File: src/rtl/usb_rx_pkg.sv
// rtl/usb_rx_pkg.sv - shared constants and helpers for the USB receive path
// Purpose: default bit-stuffing threshold, idle (J) line level, and the
//          helper that sizes a run counter able to hold 0..n.
// Ports:   none (package)
package usb_rx_pkg;

  localparam int   STUFF_LEN_DEF = 6;
  localparam logic IDLE_J        = 1'b1;

  // Bits needed to count from 0 up to and including n.
  function automatic int cnt_w(input int n);
    return $clog2(n + 1);
  endfunction

endpackage

File: src/rtl/ones_run_counter.sv
// rtl/ones_run_counter.sv - run-length counter of consecutive decoded ones
// Purpose: counts consecutive 1s in the decoded stream and saturates at MAX.
//          The slot after MAX ones is the stuff slot: it always returns the
//          count to zero, whatever the bit value.
// Ports:
//   clk     in  system clock
//   n_rst   in  asynchronous active-low reset
//   clr     in  synchronous clear (priority over en)
//   en      in  a bit is being consumed this cycle
//   bit_in  in  value of the consumed decoded bit
//   cnt     out current run of ones (W bits)
//   at_max  out cnt == MAX, i.e. the next consumed bit is a stuff bit
module ones_run_counter
  import usb_rx_pkg::*;
#(
  parameter  int MAX = STUFF_LEN_DEF,
  localparam int W   = cnt_w(MAX)
) (
  input  logic         clk,
  input  logic         n_rst,
  input  logic         clr,
  input  logic         en,
  input  logic         bit_in,
  output logic [W-1:0] cnt,
  output logic         at_max
);

  localparam logic [W-1:0] MAX_C = W'(MAX);

  assign at_max = (cnt == MAX_C);

  always_ff @(posedge clk or negedge n_rst) begin
    if (!n_rst) begin
      cnt <= '0;
    end else if (clr) begin
      cnt <= '0;
    end else if (en) begin
      // Incrementing only below MAX keeps the count saturating without wrap.
      if (at_max || !bit_in) cnt <= '0;
      else                   cnt <= cnt + W'(1);
    end
  end

endmodule

File: src/rtl/nrzi_unstuff_decode.sv
// rtl/nrzi_unstuff_decode.sv - USB receive NRZI decoder and bit unstuffer
// Purpose: per shift_enable strobe, decodes the sampled D+ level (NRZI or
//          pass-through), drops stuffed bits, flags stuff violations, and
//          presents qualified bits to the RX shift register.
// Ports:
//   clk          in  system clock
//   n_rst        in  asynchronous active-low reset
//   d_plus       in  synchronised D+ line sample
//   shift_enable in  sample d_plus as the next bit this cycle
//   eop          in  end-of-packet seen; qualifies shift_enable
//   clear        in  synchronous abort back to idle (highest priority)
//   d_orig       out last accepted decoded bit
//   bit_valid    out one-cycle pulse: d_orig holds a new data bit
//   stuff_err    out one-cycle pulse: stuff slot carried a 1
//   ones_cnt     out current run of decoded ones
module nrzi_unstuff_decode
  import usb_rx_pkg::*;
#(
  parameter  int   STUFF_LEN  = STUFF_LEN_DEF,
  parameter  logic IDLE_LEVEL = IDLE_J,
  parameter  bit   NRZI_EN    = 1'b1,
  localparam int   CW         = cnt_w(STUFF_LEN)
) (
  input  logic          clk,
  input  logic          n_rst,
  input  logic          d_plus,
  input  logic          shift_enable,
  input  logic          eop,
  input  logic          clear,
  output logic          d_orig,
  output logic          bit_valid,
  output logic          stuff_err,
  output logic [CW-1:0] ones_cnt
);

  logic prev;
  logic dec_bit;
  logic pkt_end;
  logic stuff_slot;

  // NRZI: no transition means 1, a transition means 0.
  assign dec_bit = NRZI_EN ? ~(prev ^ d_plus) : d_plus;
  assign pkt_end = eop & shift_enable;

  ones_run_counter #(
    .MAX (STUFF_LEN)
  ) u_ones (
    .clk    (clk),
    .n_rst  (n_rst),
    .clr    (clear | pkt_end),
    .en     (shift_enable),
    .bit_in (dec_bit),
    .cnt    (ones_cnt),
    .at_max (stuff_slot)
  );

  always_ff @(posedge clk or negedge n_rst) begin
    if (!n_rst) begin
      prev      <= IDLE_LEVEL;
      d_orig    <= 1'b1;
      bit_valid <= 1'b0;
      stuff_err <= 1'b0;
    end else begin
      bit_valid <= 1'b0;
      stuff_err <= 1'b0;
      if (clear || pkt_end) begin
        // Next packet's first bit decodes against the idle level.
        prev <= IDLE_LEVEL;
      end else if (shift_enable) begin
        prev <= d_plus;
        if (stuff_slot) begin
          // Stuff bit is never forwarded; a 1 here is a protocol violation.
          stuff_err <= dec_bit;
        end else begin
          d_orig    <= dec_bit;
          bit_valid <= 1'b1;
        end
      end
    end
  end

endmodule

File: config.mk
export PLATFORM = sky130hd
export DESIGN_NAME = nrzi_unstuff_decode
export DESIGN_NICKNAME = d
export VERILOG_FILES = /design/src/rtl/usb_rx_pkg.sv /design/src/rtl/ones_run_counter.sv /design/src/rtl/nrzi_unstuff_decode.sv
export SDC_FILE = /design/constraint.sdc
export NUM_CORES = 1
export LEC_CHECK = 0
export ABC_AREA = 1
export CORE_AREA = 5 5 42 44
export CTS_BUF_LIST = sky130_fd_sc_hd__clkbuf_16
export DETAILED_ROUTE_END_ITERATION = 12
export DIE_AREA = 0 0 47 49
export SKIP_LAST_GASP = 1
export SLEW_MARGIN = 20
export SYNTH_ARGS = -nofsm -noshare
export SYNTH_HDL_FRONTEND = slang
export SYNTH_SLANG_ARGS = --single-unit
File: constraint.sdc
create_clock -name clk -period 1.4 [get_ports clk]
set_clock_uncertainty 0.1 [all_clocks]
set_input_delay 0.14 -clock clk [delete_from_list [all_inputs] [get_ports clk]]
set_output_delay 0.14 -clock clk [all_outputs]
set_load 0.02 [all_outputs]
=== Yosys cells after proc, flatten, opt, wreduce, memory -nomap -nowiden ===
Cells that the tools add are included.

* Register bits: 7
* Bits in latches: 0
* Memory bits (writable): 0
* ROM bits: 0
* Output and inout port bits: 6
* Memories: 0

* $add $sub $neg: 1
* $mul: 0
* Div/mod/pow operators: 0
* Order comparisons: 0
* Equality and inequality tests: 1
* Shifts and indexed selects: 0
* Multiplexer cells: 11
* Bitwise operators: 6
* Reduce and logical (&&, ||, !) cells: 5

{| class="wikitable"
|+ Operators with widths
! operator !! number
|-
| 3-bit 2-to-1 mux || 3
|-
| 1-bit 2-to-1 mux || 8
|-
| 2-bit nonzero test || 2
|-
| 3-bit by 1-bit adder with 3-bit output, second input constant || 1
|-
| 3-bit equality test, second input constant || 1
|-
| 1-bit NOT || 3
|-
| 3-bit AND reduction || 1
|-
| 1-bit logical OR || 2
|-
| 1-bit bitwise AND || 1
|-
| 1-bit OR || 1
|-
| 1-bit XOR || 1
|}

=== Longest topological paths before layout ===
Gate-level depths: netlist of run 1.

* Word-level depth: 5
* Gate-level depth with buffers: 8
* Mapped depth without buffers: 8

=== Modules after synthesis ===
A second synthesis of run 1 with hierarchy kept.

* Cells, all modules: 52
* Area, all modules: 396.6 um^2

{| class="wikitable"
|+ By module, submodules not included
! module !! times used !! cells an instance !! area an instance (um^2) !! sequential area each (um^2)
|-
| ones_run_counter || 1 || 26 || 201.4 || 75.1
|-
| nrzi_unstuff_decode || 1 || 26 || 195.2 || 102.6
|}

=== Least setup slack after synthesis of run 1 ===
No wires, ideal clock.

* Path kind: flip-flop to flip-flop
* Start: reg u_ones.cnt[0]
* End: reg u_ones.cnt[2]
* Setup time: 0.077 ns
* Arrival time: 1.109 ns
* Required time: 1.223 ns
* Slack: 0.113 ns
* Stages on the path, launching flop included: 8
* Buffers on the path: 0
* Cell sequence: dfrtp_1 > inv_1 > ha_1 > nand2_1 > nand2_2 > inv_2 > nand3_1 > a21oi_1

* Longest elaborated chain between the ends: 5
* Elaborated cells between the ends (all ways): 6
* Classes of those cells: add/sub: 1; eq/ne: 1; mux: 3; reduce/logical: 1

{| class="wikitable"
|+ Ends and longest elaborated chain
! item !! line !! RTL
|-
| from (decl) || ones_run_counter.sv:24 || <nowiki>output logic [W-1:0] cnt,</nowiki>
|-
| from (signal assigned) || ones_run_counter.sv:40 || <nowiki>else cnt <= cnt + W'(1);</nowiki>
|-
| branches (longest 2 deep; another with 3-bit by 1-bit adder with 3-bit output) || - ||
|-
| 3-bit 2-to-1 mux (*) || ones_run_counter.sv:39 || <nowiki>if (at_max || !bit_in) cnt <= '0;</nowiki>
|-
| 3-bit 2-to-1 mux (*) || ones_run_counter.sv:37 || <nowiki>end else if (en) begin</nowiki>
|-
| 3-bit 2-to-1 mux (*) || ones_run_counter.sv:35 || <nowiki>end else if (clr) begin</nowiki>
|}

Mark *: on every way between the ends. The select of a mux whose other input is x is not followed.
A chain may end at the register's enable or synchronous reset.

=== Worst setup path in the final report of run 1 ===
* Start: reg stuff_err
* End: out stuff_err

{| class="wikitable"
|+ RTL lines
! item !! line !! RTL
|-
| from (decl) || nrzi_unstuff_decode.sv:32 || <nowiki>output logic stuff_err,</nowiki>
|-
| from (signal assigned) || nrzi_unstuff_decode.sv:73 || <nowiki>stuff_err <= dec_bit;</nowiki>
|}

No word-level cell between the ends.

==> results of run 1 <==
[routing by layer]
metal | track usage [%] | wire length [um]
met5 | 0 | 0
met3 | 2.58 | 47
met4 | 6.91 | 10
met2 | 9.50 | 327
met1 | 8.72 | 329
[repair_timing]
item                       CTS  global route
cloned                       0             0
setup endpoints to repair    4             1
resized for setup            4             1
[logic make-up (layout without fill, tap and decap cells)]
logic type	after synthesis	after routing	share of synthesized area (%)
flip-flops	7	7	49.5
AO/OA/AOI/OAI	4	4	5.92
adder cells (fa/ha/maj)	2	2	6.97
AND/OR/NAND/NOR	22	22	29.3
buffers and inverters	8	23	8.36
[final timing paths]
kind	startpoint	endpoint	slack [ps]	cells past startpoint
max in group asynchronous	n_rst	prev	830	1
min	n_rst	u_ones.cnt[1]	80	1
min in group clk	d_orig	d_orig	370	2
max	stuff_err	stuff_err	30	1
min reg2reg	d_orig	d_orig	370	2
max reg2reg	u_ones.cnt[0]	u_ones.cnt[2]	150	7
[cell type report]
class | instances | area (um2)
fillers | 145 | 836
flip-flops and latches | 7 | 178
multi-input cells | 28 | 151
repair buffers | 11 | 108
clock buffers | 3 | 75.1
inverters | 8 | 30.0
well taps | 16 | 20.0
clock inverters | 1 | 3.75
[state kept, by name, summed over array words and instances, names as in the netlist]
signal	cells
bit_valid	1
d_orig	1
prev	1
stuff_err	1
u_ones.cnt	3
[layout by cell type, fill, tap and decap left out, types with 2 or more instances in the layout]
master	n
nand2_1	13
inv_1	7
clkdlybuf4s50_1	6
dfrtp_1	5
dlygate4sd2_1	4
nand2_2	3
clkbuf_16	3
inv_2	2
nor2_2	2
a21oi_1	2
ha_1	2
dfstp_2	2
[through the flow]
stage / setup WS [ps] / hold slack [ps] / std cells / util [%] / area (um2)
3_5_place_dp: 59.7 / 331 / 70 / 34.9 / 489
4_1_cts: 19.3 / 91.6 / 74 / 40.2 / 563
2_1_floorplan: 113 / -256 / 43 / - / 359
5_1_grt: 7.95 / 97.9 / 74 / 40.4 / 566
3_3_place_gp: 60.5 / 327 / 70 / 34.9 / 489
6_report: 34.9 / 77.0 / 74 / 40.4 / 566
[power by group through the flow]
stage          logic [mW]  clock network, mW  registers [mW]
2_1_floorplan      0.0275                  0           0.235
3_3_place_gp       0.0786                  0           0.225
3_5_place_dp       0.0794                  0           0.225
4_1_cts            0.0749              0.481           0.222
5_1_grt            0.0811              0.494           0.223
6_report           0.0731              0.474           0.222
==> reports/metrics.yaml, run 1 <==
outcome: "completed"
row_count: 14
setup_violations: 0
grt_pass1_wl_um: 1170
power.density_mw_per_mm2: 1360
fp.dieH_um: 49
fmax_mhz: 733
cp-start-kind: "register"
chipWidth_um: 47
io_buffers: 11
cts_sinks: 7
drive_gt1_share_pct: 22.4
synthTopCellsByCount: "nand2_1 (13), inv_1 (6), dfrtp_1 (5), nand2_2 (3)"
place.gp.congestion: 0.686
yosysSeqAreaShare_pct: 49.5
crit_arrival_ps: 1130
grt_usage_pct: 7.29
yosysTopAreaCell: "dfrtp_1"
dr.pass1.iters: 3
syn_area_um2: 359
post-route-period-util_pct: 97.5
place.detailed.hpwl_um: 563
async_flop_share_pct: 100
drc: 0
power.share.clock_pct: 61.6
viasPerCell: 4.15
period_needed_ps: 1370
first_iter_violations: 9
p_leak_nw: 0.321
synth_warnings: 0
synth_ff_type: "dfrtp_1"
cp.required_ps: 1160
cpLargestDelayFamily: "buffers and inverters"
critical-path-slowest-cell: "clkdlybuf4s50_1"
synth_top_area_share_pct: 34.8
yosys.cell_count.top_type: "nand2_1"
hold_viol: 0
crit_path_max_incr_delay_ps: 590
netlist_instances: 43
start_util_pct: 25.6
synth_edf_count: 0
cts_tree: "yes"
ios: 12
drt_wl_total_um: 715
cts_max_level: 1
slew_headroom_pct: 78.3
peakVddDrop_uv: 544
cts.path.max_buffers: 2
postSynthAreaPerCell_um2: 8.35
worst-slew-pin-transition_ps: 325
synth_cell_types: 15
rsz0062_at_grt: "false"
crit_buf_inv: 1
setup_tns_ps: 0
grt_pass1_vias: 297
drv_cap: 0
comb_power_share_pct: 9.5
diodes: 0
antenna_found_initial: 0
internal_power_uw: 620
min_path_type: "primary input to async pin"
vias: 307
synth_seq_cells: 7
worstPathCellList: "clkdlybuf4s50_1"
swShare_pct: 19.4
die_area_mm2: 0.00230
total_power_uw: 769
area_growth_pct: 57.5
p_switching_uw: 149
slew_violations: 0
cts-root-buf: "clkbuf_16"
wire_per_inst_um: 9.66
numCtsBuffers: 3
syn-num-nets: 51
clk_latency_ps: 230
cp_max_fo: 1
clkTransAtPathRegs_ps: 40
nets: 67
grt_max_degree: 8
ys_top_cells_by_area: "dfrtp_1 (35%), dfstp_2 (15%), nand2_1 (14%)"
post_cts_buffers: 0
cp-end-kind: "output port"
worstSetupPathType: "register to output port"
ant_nets: 0
core_mm2: 0.00140
gr-total-overflow: 0
seqPwrFrac_pct: 28.9
holdBufCountCts: 0
(Power assumes the default switching activity.)
==> run 2: changes to the inputs <==
Settings changed: GPL_TIMING_DRIVEN from default to 0, REMOVE_ABC_BUFFERS from default to 1.
==> reports/metrics.yaml, run 2 (same netlist as run 1, synthesis figures left out) <==
outcome: "completed"
cts_sinks: 7
clk_latency_ps: 230
worstSetupPathType: "register to output port"
power.density_mw_per_mm2: 1360
min_path_type: "primary input to async pin"
viasPerCell: 4.15
final_cell_mix: "nand2_1 (13), inv_1 (7), clkdlybuf4s50_1 (6)"
crit_path_max_incr_delay_ps: 590
first_iter_violations: 3
nets: 67
reg2reg_slack_ps: 160
antenna_found_initial: 0
grt_usage_pct: 7.58
numCtsBuffers: 3
rsz0062_at_grt: "false"
drive_gt1_share_pct: 22.4
gr-total-overflow: 0
drc: 0
diodes: 0
post-route-period-util_pct: 97.5
setup_violations: 0
cp-start-kind: "register"
grt_pass1_vias: 306
wire_per_inst_um: 9.32
cts-root-buf: "clkbuf_16"
peakVddDrop_uv: 904
area_growth_pct: 57.5
vias: 307
critical-path-slowest-cell: "clkdlybuf4s50_1"
drv_cap: 0
crit_buf_inv: 1
drt_wl_total_um: 690
setup_tns_ps: 0
period_needed_ps: 1360
largest_reg_flops: 3
top_register: "u_ones.cnt"
dr.pass1.iters: 2
grt_max_degree: 8
worst-slew-pin-transition_ps: 310
die_area_mm2: 0.00230
io_buffers: 11
slew_violations: 0
grt_pass1_wl_um: 1260
ant_nets: 0
start_util_pct: 25.6
cp.required_ps: 1160
final_common_cell: "nand2_1"
slew_headroom_pct: 79.2
dp_cells: 70
crit_arrival_ps: 1120
place.detailed.hpwl_um: 551
cpLargestDelayFamily: "buffers and inverters"
hold_viol: 0
holdBufCountCts: 0
cp-end-kind: "output port"
cts_max_level: 1
post_cts_buffers: 0
place.gp.congestion: 0.740
worstPathCellList: "clkdlybuf4s50_1"
cts.path.max_buffers: 2
fp.dieH_um: 49
chipWidth_um: 47
p_leak_nw: 0.321
row_count: 14
core_mm2: 0.00140
cts_tree: "yes"
clkTransAtPathRegs_ps: 40
ios: 12
fmax_mhz: 733
cp_max_fo: 1
cts.repair.resized: 4
fin_cells: 74
[run 2: cell counts in the layout (fill, tap and decap cells not counted)]
Identical to the previous run, type by type.
[run 2: cell type report]
class                   instances  area, um2
clock buffers                   3       75.1
clock inverters                 1       3.75
fillers                       157        836
inverters                       8       30.0
multi-input cells              28        151
flip-flops and latches          7        178
well taps                      16       20.0
repair buffers                 11        108
[run 2: layer usage]
metal	GRT usage (%)	up-vias	share of wire (%)
li1	-	159	-
met1	10.1	140	46
met2	9.73	8	47
met3	3.69	0	7.2
met4	4.15	0	0
met5	0	-	0
[run 2: power by group]
part / total, mW / switching (mW) / leakage, nW / internal (mW)
Clock: 0.473 / 0.102 / 0.0423 / 0.371
Sequential: 0.223 / 0.00520 / 0.0900 / 0.217
Combinational: 0.0726 / 0.0410 / 0.188 / 0.0316
Total: 0.768 / 0.148 / 0.321 / 0.620
[run 2: final timing paths]
path | start | endpoint | cells past startpoint
max in group asynchronous | n_rst | d_orig | 1
min in group clk | d_orig | d_orig | 2
worst max-delay path | stuff_err | stuff_err | 1
worst min register to register | d_orig | d_orig | 2
worst max register to register | u_ones.cnt[0] | u_ones.cnt[2] | 7
worst min-delay path | n_rst | u_ones.cnt[2] | 1
[run 2: per-stage QoR]
stage	total power, mW	hold WS, ps	utilization, %	area (um2)	setup WS (ps)
after detailed placement	0.304	325	34.9	489	51.9
after global placement	0.303	323	34.9	489	48.4
after global routing	0.796	107	40.4	566	9.12
after CTS	0.776	88.8	40.2	563	28.3
after floorplan	0.262	-256	-	359	113
final	0.768	72.0	40.4	566	35.5
==> run 3: changes to the inputs <==
Settings changed: SKIP_CTS_REPAIR_TIMING from default to 1.
==> reports/metrics.yaml, run 3 (same netlist as run 1, synthesis figures left out) <==
hold_viol: 0
p_leak_nw: 0.371
top_register: "u_ones.cnt"
min_path_type: "primary input to async pin"
clkTransAtPathRegs_ps: 40
worstSetupPathType: "register to output port"
utilization_pct: 41.4
reg2reg_depth: 7
cts_sinks: 7
grt_pass1_vias: 306
cts_max_level: 1
worstPathCellList: "clkdlybuf4s50_1"
start_util_pct: 25.6
rr_startpoint: "u_ones.cnt[0]"
total_power_uw: 771
vias: 307
crit_arrival_ps: 1120
clk_latency_ps: 230
worst-slew-pin-transition_ps: 310
grt_usage_pct: 7.58
nets: 67
setup_violations: 0
cp_max_fo: 1
grt_max_degree: 8
fp.dieH_um: 49
area_growth_pct: 61.7
power.density_mw_per_mm2: 1330
ios: 12
crit_path_max_incr_delay_ps: 590
dr.pass1.iters: 2
diodes: 0
cp-end-kind: "output port"
reg2reg_slack_ps: 160
chipWidth_um: 47
rsz0062_at_grt: "false"
final_cell_mix: "nand2_1 (13), inv_1 (7), clkdlybuf4s50_1 (6)"
cts-root-buf: "clkbuf_16"
cp.required_ps: 1160
place.gp.congestion: 0.740
critical-path-slowest-cell: "clkdlybuf4s50_1"
cpLargestDelayFamily: "buffers and inverters"
fillCellCount: 153
row_count: 14
core_mm2: 0.00140
gr-total-overflow: 0
place.detailed.hpwl_um: 551
regArea_um2: 178
largest_reg_flops: 3
multi_input_area_um2: 151
crit_buf_inv: 1
wire_per_inst_um: 9.34
first_iter_violations: 3
antenna_found_initial: 0
viasPerCell: 4.15
grt_pass1_wl_um: 1260
numCtsBuffers: 3
final_common_cell: "nand2_1"
crit_start: "stuff_err"
period_needed_ps: 1360
drc: 0
post-route-period-util_pct: 97.5
setup_tns_ps: 0
fmax_mhz: 733
slew_violations: 0
outcome: "completed"
cts.path.max_buffers: 2
ant_nets: 0
io_buffers: 11
peakVddDrop_uv: 904
cts_tree: "yes"
reg2reg_to: "u_ones.cnt[2]"
slew_headroom_pct: 79.3
drive_gt1_share_pct: 22.4
die_area_mm2: 0.00230
drv_cap: 0
cp-start-kind: "register"
drt_wl_total_um: 691
## run 3: cell types whose count changed in the layout (fill, tap and decap cells not counted), sizes merged
| cell | delta |
|---|---|
| dlygate4sd2 | -4 |
| dlymetal6s2s | +4 |
## run 3: per-stage QoR
stage / worst slack (ps) / instances / hold WS, ps / instance area [um2]
2_1_floorplan: 113 / 43 / -256 / 359
3_3_place_gp: 48.4 / 70 / 323 / 489
3_5_place_dp: 51.9 / 70 / 325 / 489
4_1_cts: -189 / 74 / 88.8 / 568
5_1_grt: 9.12 / 74 / 107 / 581
6_report: 35.5 / 74 / 71.6 / 581
## run 3: how the worst max path moves through the flow
| stage | cells past startpoint | end | slack [ps] |
|---|---|---|---|
| after CTS | 1 | d_orig | -190 |
| final | 1 | stuff_err | 40 |
| after global placement | 1 | d_orig | 50 |
| after detailed placement | 1 | d_orig | 50 |
| after floorplan | 7 | u_ones.cnt[2] | 110 |
| after global routing | 1 | stuff_err | 9 |
## run 3: layout make-up
cell class | instances | area share [%]
clock inverters | 1 | 0.647
repair buffers | 11 | 21.1
clock buffers | 3 | 12.9
well taps | 16 | 3.45
flip-flops and latches | 7 | 30.6
inverters | 8 | 5.17
multi-input cells | 28 | 26.1
## run 3: per-layer routing
layer  vias to the layer above  routed length (um)  global-route usage (%)
li1                        159                   -                       -
met1                       140                 321                    10.1
met2                         8                 326                    9.73
met3                         0                  44                    3.69
met4                         0                   0                    4.15
met5                         -                   0                       0
## run 3: report_power, final
part / total [mW] / internal [mW] / switching (mW)
logic: 0.0760 / 0.0349 / 0.0410
registers: 0.223 / 0.217 / 0.00521
clock network: 0.473 / 0.371 / 0.102
